`config.mk`:
```
export PLATFORM = sky130hd
export DESIGN_NAME = muldiv_sequencer
export DESIGN_NICKNAME = d
export VERILOG_FILES = /design/src/rtl/muldiv_sequencer.sv
export SDC_FILE = /design/constraint.sdc
export NUM_CORES = 1
export LEC_CHECK = 0
export ABC_CLOCK_PERIOD_IN_PS = 4610
export CAP_MARGIN = 15
export CELL_PAD_IN_SITES_DETAIL_PLACEMENT = 1
export CELL_PAD_IN_SITES_GLOBAL_PLACEMENT = 1
export CORE_ASPECT_RATIO = 1.5
export CORE_MARGIN = 1
export CORE_UTILIZATION = 27
export CTS_BUF_LIST = sky130_fd_sc_hd__clkbuf_2
export DETAILED_ROUTE_END_ITERATION = 8
export PLACE_DENSITY = 0.76
export SLEW_MARGIN = 10
export SYNTH_ARGS = -nofsm -noshare
export SYNTH_HDL_FRONTEND = slang
export SYNTH_SLANG_ARGS = --single-unit
export TNS_END_PERCENT = 100
```
`constraint.sdc`:
```
create_clock -name clk -period 4.61 [get_ports clk]
set_clock_uncertainty 0.2 [all_clocks]
set_input_delay 0.922 -clock clk [delete_from_list [all_inputs] [get_ports clk]]
set_output_delay 0.922 -clock clk [all_outputs]
set_load 0.02 [all_outputs]
```
`src/rtl/muldiv_sequencer.sv`:
```
// muldiv_sequencer
//   Sits between the CPU control unit and the multicycle multiply (Booth) and
//   divide units. It accepts one MULT or DIV request at a time, latches the
//   operands, launches the selected unit with a one-cycle start pulse and
//   waits for that unit's done. It owns the architectural HI/LO registers.
//   While an operation is in flight it holds busy high to stall the control
//   unit. It also reports divide-by-zero and unit timeout as one-cycle pulses.
//
// Ports
//   clk, reset            system clock (rising edge), async active-high reset
//   op_mult, op_div       operation requests, sampled only in IDLE
//   value_A, value_B      operands (multiplicand/dividend, multiplier/divisor)
//   wr_hi, wr_lo, wr_data MTHI/MTLO write strobes and data
//   mult_start/div_start  one-cycle launch pulses to the units
//   mult_done/div_done    unit result valid
//   mult_hi/lo, div_hi/lo unit results (div: hi = remainder, lo = quotient)
//   unit_A, unit_B        latched operands, shared by both units
//   busy                  stall to the control unit
//   done                  one-cycle pulse: HI/LO updated by a mult/div
//   div_zero              one-cycle pulse: divide by zero, nothing launched
//   timeout               one-cycle pulse: unit did not finish in time
//   hi, lo                architectural HI/LO registers
//
// State table
//   state    | meaning
//   IDLE     | no operation in flight; accepts requests and MTHI/MTLO writes
//   MULT_RUN | multiplier launched; waiting for mult_done or timeout
//   DIV_RUN  | divider launched; waiting for div_done or timeout

module muldiv_sequencer #(
    parameter int WIDTH   = 32,
    parameter int TIMEOUT = 40,
    parameter int CNT_W   = 6
) (
    input  logic             clk,
    input  logic             reset,
    input  logic             op_mult,
    input  logic             op_div,
    input  logic [WIDTH-1:0] value_A,
    input  logic [WIDTH-1:0] value_B,
    input  logic             wr_hi,
    input  logic             wr_lo,
    input  logic [WIDTH-1:0] wr_data,
    output logic             mult_start,
    input  logic             mult_done,
    input  logic [WIDTH-1:0] mult_hi,
    input  logic [WIDTH-1:0] mult_lo,
    output logic             div_start,
    input  logic             div_done,
    input  logic [WIDTH-1:0] div_hi,
    input  logic [WIDTH-1:0] div_lo,
    output logic [WIDTH-1:0] unit_A,
    output logic [WIDTH-1:0] unit_B,
    output logic             busy,
    output logic             done,
    output logic             div_zero,
    output logic             timeout,
    output logic [WIDTH-1:0] hi,
    output logic [WIDTH-1:0] lo
);

    typedef enum logic [1:0] {
        IDLE     = 2'd0,
        MULT_RUN = 2'd1,
        DIV_RUN  = 2'd2
    } state_t;

    // Counter value at which the run is abandoned: the edge sampling this
    // value is the TIMEOUT-th edge after launch.
    localparam logic [CNT_W-1:0] CNT_LAST = CNT_W'(TIMEOUT - 1);

    state_t           state;
    logic [CNT_W-1:0] cnt;

    always_ff @(posedge clk or posedge reset) begin
        if (reset) begin
            state      <= IDLE;
            cnt        <= '0;
            unit_A     <= '0;
            unit_B     <= '0;
            hi         <= '0;
            lo         <= '0;
            mult_start <= 1'b0;
            div_start  <= 1'b0;
            busy       <= 1'b0;
            done       <= 1'b0;
            div_zero   <= 1'b0;
            timeout    <= 1'b0;
        end else begin
            // All pulse outputs default low so none can last two cycles.
            mult_start <= 1'b0;
            div_start  <= 1'b0;
            done       <= 1'b0;
            div_zero   <= 1'b0;
            timeout    <= 1'b0;

            case (state)
                IDLE: begin
                    if (op_mult) begin
                        unit_A     <= value_A;
                        unit_B     <= value_B;
                        cnt        <= '0;
                        mult_start <= 1'b1;
                        busy       <= 1'b1;
                        state      <= MULT_RUN;
                    end else if (op_div && (value_B != '0)) begin
                        unit_A    <= value_A;
                        unit_B    <= value_B;
                        cnt       <= '0;
                        div_start <= 1'b1;
                        busy      <= 1'b1;
                        state     <= DIV_RUN;
                    end else begin
                        // Nothing launched this edge, so MTHI/MTLO may land.
                        // A divide by zero is not a launch and does not
                        // block a write arriving in the same cycle.
                        if (op_div) begin
                            div_zero <= 1'b1;
                        end
                        if (wr_hi) begin
                            hi <= wr_data;
                        end
                        if (wr_lo) begin
                            lo <= wr_data;
                        end
                    end
                end

                MULT_RUN: begin
                    cnt <= cnt + 1'b1;
                    if (mult_done) begin
                        hi    <= mult_hi;
                        lo    <= mult_lo;
                        done  <= 1'b1;
                        busy  <= 1'b0;
                        state <= IDLE;
                    end else if (cnt == CNT_LAST) begin
                        timeout <= 1'b1;
                        busy    <= 1'b0;
                        state   <= IDLE;
                    end
                end

                DIV_RUN: begin
                    cnt <= cnt + 1'b1;
                    if (div_done) begin
                        hi    <= div_hi;
                        lo    <= div_lo;
                        done  <= 1'b1;
                        busy  <= 1'b0;
                        state <= IDLE;
                    end else if (cnt == CNT_LAST) begin
                        timeout <= 1'b1;
                        busy    <= 1'b0;
                        state   <= IDLE;
                    end
                end

                default: begin
                    busy  <= 1'b0;
                    state <= IDLE;
                end
            endcase
        end
    end

endmodule

```
==> Word level (Yosys, flattened, before mapping) <==
Index checks and enable logic that the tools add are counted.
{ "word_totals": {"register_bits": 142, "in_bits": 232} }
{ "op_classes": {"addsub": 1, "eq_ne": 10, "muxes": 47, "reduce_logical": 11} }
{ "op_table": {"columns": ["op", "count"], "rows": [
  ["two-way mux 32 bit", 14],
  ["case mux 32 bit (3 select lines)", 2],
  ["nonzero test 32 bit", 1],
  ["two-way mux 1 bit", 19],
  ["two-way mux 6 bit", 2],
  ["inequality test 2 bit, second input constant", 6],
  ["case mux 6 bit (2 select lines)", 1],
  ["AND reduction 6 bit", 2],
  ["two-way mux 2 bit", 5],
  ["adder 6 x 1 -> 6 bit, second input constant", 1],
  ["equality test 6 bit, second input constant", 1],
  ["case mux 2 bit (3 select lines)", 1],
  ["case mux 1 bit (2 select lines)", 2],
  ["AND reduction 2 bit", 2],
  ["nonzero test 2 bit", 2],
  ["inequality test 3 bit, second input constant", 1],
  ["case mux 1 bit (3 select lines)", 1],
  ["nonzero test 3 bit", 1],
  ["equality test 2 x 1 -> 1 bit, second input constant", 1],
  ["equality test 2 bit, second input constant", 1],
  ["logical NOT 2 bit", 1],
  ["OR reduction 2 bit", 1],
  ["logical AND 1 bit", 1]
]} }

==> Longest topological paths before layout <==
Gate-level depths: netlist (run 1).
{ "depth": {"depth_word": 5, "mapped_depth": 9, "ltp_nobuf": 7} }

==> Worst setup path after synthesis (run 1) <==
Ideal clock, no wire load.
{ "synth_path": {"path_type": "input to register", "from": "input value_B[26]", "to": "register unit_A[0]", "setup_time_ps": 125, "t_arrival_ps": 2455, "t_required_ps": 4285, "setup_slack_ps": 1831, "path_stages": 6, "cell_sequence": "nor4_1 > nand4_1 > o21a_1 > o21ai_4 > buf_4 > mux2_2"} }
{ "synth_via": {"elab_chain_cells": 4} }
{ "synth_rtl": {"columns": ["element", "line_no", "rtl"], "rows": [
  ["from (decl)", "40", "input logic [WIDTH-1:0] value_B,"],
  ["nonzero test 32 bit", "106", "end else if (op_div && (value_B != '0)) begin"],
  ["logical AND 1 bit", "106", null],
  ["nonzero test 2 bit (no source line)", null, null],
  ["AND reduction 2 bit (no source line)", null, null],
  ["to (signal assigned)", "100", "unit_A <= value_A;"],
  ["to (signal assigned)", "107", "unit_A <= value_A;"],
  ["to (decl)", "52", "output logic [WIDTH-1:0] unit_A,"]
]} }
Every way passes these cells.
A chain may end at the register's enable or synchronous reset.

==> Final worst setup path (run 1) <==
{ "layout_path": {"from": "input value_B[1]", "to": "register lo[13]"} }
{ "layout_via": {"elab_chain_cells": 4} }
{ "layout_rtl": {"columns": ["element", "line_no", "rtl"], "rows": [
  ["nonzero test 32 bit", "106", null],
  ["logical AND 1 bit", "106", null],
  ["inequality test 2 bit (no source line)", null, null],
  ["AND reduction 6 bit (no source line)", null, null],
  ["to (signal assigned)", "124", "lo <= wr_data;"],
  ["to (signal assigned)", "133", "lo <= mult_lo;"],
  ["to (signal assigned)", "148", "lo <= div_lo;"],
  ["to (decl)", "59", "output logic [WIDTH-1:0] lo"]
]} }
Every way passes these cells.

==> flow_summary.json, run 1 <==
{
  "chipHeight_um": 195,
  "cts.htree.levels": 4,
  "fill_cells": 2687,
  "cpPeakStageDelay_ns": 0.55,
  "finalPower_mw": 7.65,
  "met1Wirelength_mm": 8.73,
  "power.density_mw_per_mm2": 700,
  "layout-drive-gt1-share_pct": 18.1,
  "cts.path.max_buffers": 2,
  "synth.avg_cell_area_um2": 11.9,
  "viasPerCell": 4.86,
  "vias": 6079,
  "seq_area_mm2": 0.00355,
  "wl_per_cell_um": 20.0,
  "dr_wl_met3_mm": 1.91,
  "ir_drop_uv": 378,
  "path_class": "input port to register",
  "cp_max_fo": 17,
  "wl_met2_mm": 13.9,
  "drt_pass1_iterations": 6,
  "grtUsageTotal_pct": 19.9,
  "grt_pass1_vias": 6544,
  "drc": 0,
  "ys_seq_area_share_pct": 53.0,
  "min_period_ns": 3.16,
  "finalSetupTns_ns": 0,
  "fp-row-count": 70,
  "yosysTopAreaCell": "dfrtp_1",
  "regToRegEndpoint": "hi[9]",
  "synth_edf_count": 0,
  "synthCells": 564,
  "fin_hold_ws_ns": 0.317,
  "max_cap_viol_count": 0,
  "highest_layer": "met4",
  "worst_slack_ns": 1.45,
  "cts-root-buf": "clkbuf_2",
  "min_delay_path_depth": 1,
  "post-route-util_pct": 44.9,
  "multiInputGateArea_mm2": 0.00297,
  "setup_viol": 0,
  "hold_class": "register to register",
  "cts_resized": 0,
  "hold_buffers": 0,
  "ys_ff_latch": 142,
  "yosysTopAreaCellShare_pct": 53.0,
  "syn_area_mm2": 0.00670,
  "gp_congestion": 0.765,
  "area_delta_synth_final_pct": 63.0,
  "yosys.cell_types.count": 40,
  "worstRegToRegCells": 7,
  "hold_start": "unit_A[6]",
  "path_cells": "clkdlybuf4s50_1, nor4_1, nand4_1, nor4_1, nor2_4, buf_16, mux2_2",
  "grt_max_degree": 66,
  "slew_headroom_pct": 29.9,
  "ff2ff_setup_slack_ns": 1.47,
  "start_kind": "input port",
  "dieArea_mm2": 0.0255,
  "async_reset_ff_share_pct": 100,
  "cts_buffers": 17,
  "worst_path_max_delay_cell": "nor4_1",
  "post-route-period-util_pct": 68.6,
  "synth_warnings": 0,
  "rsz0062_at_grt": "false",
  "synth_top_flop_cell": "dfrtp_1",
  "cp.required_ns": 5.06,
  "p_leak_nw": 4.30,
  "antenna_found_initial": 2,
  "pre_cts_slack_ns": 0.691,
  "ys_top_cells_by_count": "dfrtp_1 (142), mux2_2 (124), a21oi_1 (71), a22oi_1 (67), nor2_1 (41)",
  "worstMarginPinSlew_ns": 1.05,
  "slew_viol_final": 0,
  "cp-end-kind": "register",
  "yosys-top-cells-area": "dfrtp_1 (53%), mux2_2 (21%), a22oi_1 (7.5%)",
  "yosysMostFrequentCell": "dfrtp_1",
  "hold_viol": 0,
  "die_x_um": 131,
  "cts_tree": "done",
  "overflow": 0,
  "place_area_mm2": 0.0107,
  "initial_core_util_pct": 27.5,
  "outcome": "complete, no violations",
  "syn_nets": 801,
  "coreArea_mm2": 0.0243,
  "crit_buf_inv": 2,
  "worstHoldEndpoint": "unit_A[6]",
  "portBuffers": 365,
  "dp.cells": 1218,
  "fmax_mhz": 316,
  "final_area_mm2": 0.0109,
  "ant_nets": 0,
  "clk_pin_slew_worst_paths_ns": 0.20,
  "clkSinkCount": 142,
  "drt-initial-drc-count": 174,
  "reg2reg_from": "state[0]",
  "critPathMostFrequentCell": "nor4_1",
  "routed_wl_mm": 25.1,
  "ios": 366,
  "cp.arrival_ns": 3.61,
  "path_delay_family": "simple AND/OR/NAND/NOR gates",
  "clock_latency_ns": 0.75,
  "fin_nets": 1151,
  "grt_pass1_wl_mm": 37.3,
  "post_cts_buffers": 0,
  "hpwlAfterDp_mm": 19.2,
  "fin_cells": 1252
}
[cell usage in the layout, fill, tap and decap left out, types with 2 or more instances in the layout]
cell             synthesis  routed
clkdlybuf4s50_1          0     365
dfrtp_1                142     142
mux2_2                 124     124
a21oi_1                 71      71
a22oi_1                 67      67
nor2_1                  41      39
clkbuf_2                 0      19
nor4_1                  11      11
mux2_1                   6       6
nand3_1                  6       6
inv_1                    7       6
clkinv_2                 0       5
nand2_1                  4       4
nor3_1                   4       4
buf_4                    6       4
nor2b_1                  3       3
o21ai_0                  3       3
clkinv_4                 0       3
buf_12                   0       3
diode_2                  0       2
nand4_1                  2       2
o21a_1                   2       2
nand2b_1                 2       2
nor2_4                   0       2
nand4b_1                 2       2
and3_1                   2       2
a22o_1                   2       2
ha_2                     0       2
ha_1                     5       2
clkinv_1                 0       2
[report_power, final]
group	switching [mW]	total (mW)	internal, mW	leakage, nW
registers	0.334	2.20	1.87	1.69
clock network	0.476	0.668	0.192	0.133
logic	2.44	4.79	2.35	2.47
total	3.25	7.65	4.40	4.30
[flip-flops by register name (all words and copies together), names as in the netlist]
signal and flops:
hi 32, lo 32, div_start 1, unit_B 32, busy 1, timeout 1
unit_A 32, div_zero 1, cnt 6, mult_start 1, done 1, state 2
[layout make-up]
type | count | share of cell area (%)
inverters | 7 | 0.275
flip-flops and latches | 142 | 32.5
diodes | 2 | 0.0458
multi-input cells | 373 | 27.2
clock inverters | 12 | 0.893
well taps | 324 | 3.71
repair buffers | 373 | 34.5
clock buffers | 19 | 0.870
[how the worst max path moves through the flow]
stage | depth (start not counted) | start | slack [ns] | endpoint
final | 7 | value_B[1] | 1.45 | lo[13]
after global routing | 5 | state[0] | 1.16 | timeout
after CTS | 7 | state[0] | 1.34 | lo[19]
after detailed placement | 6 | value_B[1] | 0.69 | lo[12]
after global placement | 7 | value_B[1] | 0.69 | unit_A[12]
after floorplan | 1 | reset | 1.71 | busy
[cells by family after synthesis]
group                    Yosys count  synth area share, %
buffers and inverters             49                 3.19
flip-flops                       142                 53.0
AND/OR/NAND/NOR                   78                 5.49
XOR/XNOR                           1                0.131
AO/OA/AOI/OAI                    158                 15.3
multiplexers                     131                 22.0
adder cells (fa/ha/maj)            5                0.933
[per-layer routing]
metal	GRT usage, %	vias to the layer above
met5	0	-
met4	8.39	0
met3	5.51	27
met2	36.7	237
met1	20.5	3019
li1	-	2796
Power figures use the tool's default switching activity.
==> inputs of run 2 (changes only) <==
--- a/config.mk
+++ b/config.mk
@@ -5,16 +5,16 @@
 export SDC_FILE = /design/constraint.sdc
 export NUM_CORES = 1
 export LEC_CHECK = 0
-export ABC_CLOCK_PERIOD_IN_PS = 4610
+export ABC_CLOCK_PERIOD_IN_PS = 3150
 export CAP_MARGIN = 15
 export CELL_PAD_IN_SITES_DETAIL_PLACEMENT = 1
 export CELL_PAD_IN_SITES_GLOBAL_PLACEMENT = 1
 export CORE_ASPECT_RATIO = 1.5
 export CORE_MARGIN = 1
-export CORE_UTILIZATION = 27
+export CORE_UTILIZATION = 30
 export CTS_BUF_LIST = sky130_fd_sc_hd__clkbuf_2
 export DETAILED_ROUTE_END_ITERATION = 8
-export PLACE_DENSITY = 0.76
+export PLACE_DENSITY = 0.8
 export SLEW_MARGIN = 10
 export SYNTH_ARGS = -nofsm -noshare
 export SYNTH_HDL_FRONTEND = slang
==> constraint.sdc (replaced) <==
create_clock -name clk -period 3.15 [get_ports clk]
set_clock_uncertainty 0.2 [all_clocks]
set_input_delay 0.63 -clock clk [delete_from_list [all_inputs] [get_ports clk]]
set_output_delay 0.63 -clock clk [all_outputs]
set_load 0.02 [all_outputs]
==> flow_summary.json, run 2 (synthesized netlist as in run 1, its figures left out) <==
{
  "clkSinkCount": 142,
  "outcome": "complete, no violations",
  "reg2reg_from": "state[0]",
  "cts-root-buf": "clkbuf_2",
  "hpwlAfterDp_mm": 18.7,
  "min_period_ns": 2.90,
  "viasPerCell": 4.99,
  "grtUsageTotal_pct": 20.9,
  "grt_pass1_wl_mm": 35.5,
  "portBuffers": 365,
  "mostFrequentLayoutCells": "clkdlybuf4s50_1 (365), dfrtp_1 (142), mux2_2 (124), a21oi_1 (71), a22oi_1 (67)",
  "slew_headroom_pct": 49.3,
  "dieArea_mm2": 0.0230,
  "p_comb_share_pct": 60.8,
  "layout-drive-gt1-share_pct": 19.8,
  "worst_slack_ns": 0.253,
  "vias": 6055,
  "fill_cells": 2355,
  "worstMarginPinSlew_ns": 0.754,
  "coreArea_mm2": 0.0218,
  "finalPower_mw": 11.5,
  "ant_nets": 0,
  "die_x_um": 124,
  "rsz0062_at_grt": "false",
  "cp.arrival_ns": 3.28,
  "start_kind": "input port",
  "p_leak_nw": 4.39,
  "ios": 366,
  "cts.path.max_buffers": 2,
  "worst_path_max_delay_cell": "nor4_2",
  "clock_latency_ns": 0.69,
  "pre_cts_slack_ns": -0.365,
  "path_class": "input port to register",
  "drt-initial-drc-count": 203,
  "cts_resized": 0,
  "fmax_mhz": 345,
  "final_common_cell": "clkdlybuf4s50_1",
  "cpPeakStageDelay_ns": 0.64,
  "post-route-period-util_pct": 92.0,
  "worstRegToRegCells": 7,
  "gp_congestion": 0.759,
  "initial_core_util_pct": 30.7,
  "post_cts_buffers": 0,
  "chipHeight_um": 185,
  "antenna_found_initial": 1,
  "switching_share_pct": 41.7,
  "cp.required_ns": 3.53,
  "grt_max_degree": 82,
  "met1Wirelength_mm": 8.69,
  "area_delta_synth_final_pct": 65.1,
  "cts.htree.levels": 4,
  "ir_drop_uv": 474,
  "p_sw_mw": 4.78,
  "wl_met2_mm": 13.4,
  "regToRegEndpoint": "hi[18]",
  "cts_buffers": 17,
  "dr_wl_met3_mm": 2.04,
  "overflow": 0,
  "seqPwrFrac_pct": 28.0,
  "path_cells": "clkdlybuf4s50_1, nor4_1, nand4_1, buf_4, nor4_2, nor2_4, mux2_2",
  "hold_class": "input port to async pin",
  "hold_buffers": 0,
  "highest_layer": "met4",
  "clk_pin_slew_worst_paths_ns": 0.25,
  "fp-row-count": 66,
  "drt_pass1_iterations": 4,
  "fin_nets": 1165,
  "cp_max_fo": 16,
  "drc": 0,
  "cts_tree": "done",
  "routed_wl_mm": 24.7,
  "slew_viol_final": 0,
  "ff2ff_setup_slack_ns": 0.37,
  "p_clk_share_pct": 11.2,
  "cp-end-kind": "register",
  "max_cap_viol_count": 0,
  "wl_per_cell_um": 20.4,
  "grt_pass1_vias": 6415,
  "power.density_mw_per_mm2": 1040,
  "internal_power_mw": 6.68,
  "setup_viol": 0,
  "hold_viol": 0
}
[run 2: power by group through the flow]
stage / clock network [mW] / registers (mW) / logic, mW
after CTS: 1.35 / 3.22 / 7.02
after detailed placement: 0 / 3.27 / 7.00
after global placement: 0 / 3.21 / 6.87
after global routing: 1.42 / 3.34 / 7.46
after floorplan: 0 / 4.26 / 2.96
final: 1.28 / 3.21 / 6.97
[run 2: critical path: cells and delay by family]
kind                   cells  cell delay [ns]
buffers and inverters      2             0.63
and+or+nand+nor            4             1.67
muxes                      1             0.34
[run 2: final cells by class]
type                       instances  area (µm²)  area share [%]
antenna                            1        2.50          0.0226
timing repair buffer             385        3840            34.7
inverter                           7        30.0           0.271
clock buffer                      17        85.1           0.769
multi-input combinational        375        3000            27.1
sequential                       142        3550            32.1
clock inverter                    14         208            1.88
tap                              272         340            3.08
[run 2: per-stage QoR]
| stage | util (%) | setup TNS (ns) | cell area, µm² | hold WS (ns) | std cells |
|---|---|---|---|---|---|
| final | 50.7 | 0 | 11100 | 0.172 | 1213 |
| after global routing | 50.7 | 0 | 11100 | 0.0724 | 1213 |
| after CTS | 50.6 | 0 | 11000 | 0.0790 | 1210 |
| after detailed placement | 49.2 | -34.82 | 10700 | 0.284 | 1179 |
| after global placement | 49.2 | -36.50 | 10700 | 0.273 | 1179 |
| after floorplan | - | 0 | 6710 | 0.297 | 564 |
[run 2: worst max path at each step]
stage                start      to  slack [ns]
3_5_place_dp    value_B[1]  lo[12]       -0.37
4_1_cts           state[0]  lo[17]        0.06
3_3_place_gp    value_B[1]  lo[26]       -0.33
2_1_floorplan        reset    busy        0.54
5_1_grt        value_B[18]  hi[21]        0.17
6_report        value_B[1]  hi[18]        0.25
[run 2: layer usage]
layer | vias to the layer above | global-route usage [%]
li1 | 2827 | -
met1 | 2951 | 21.2
met2 | 251 | 39.2
met3 | 26 | 6.31
met4 | 0 | 7.33
met5 | - | 0
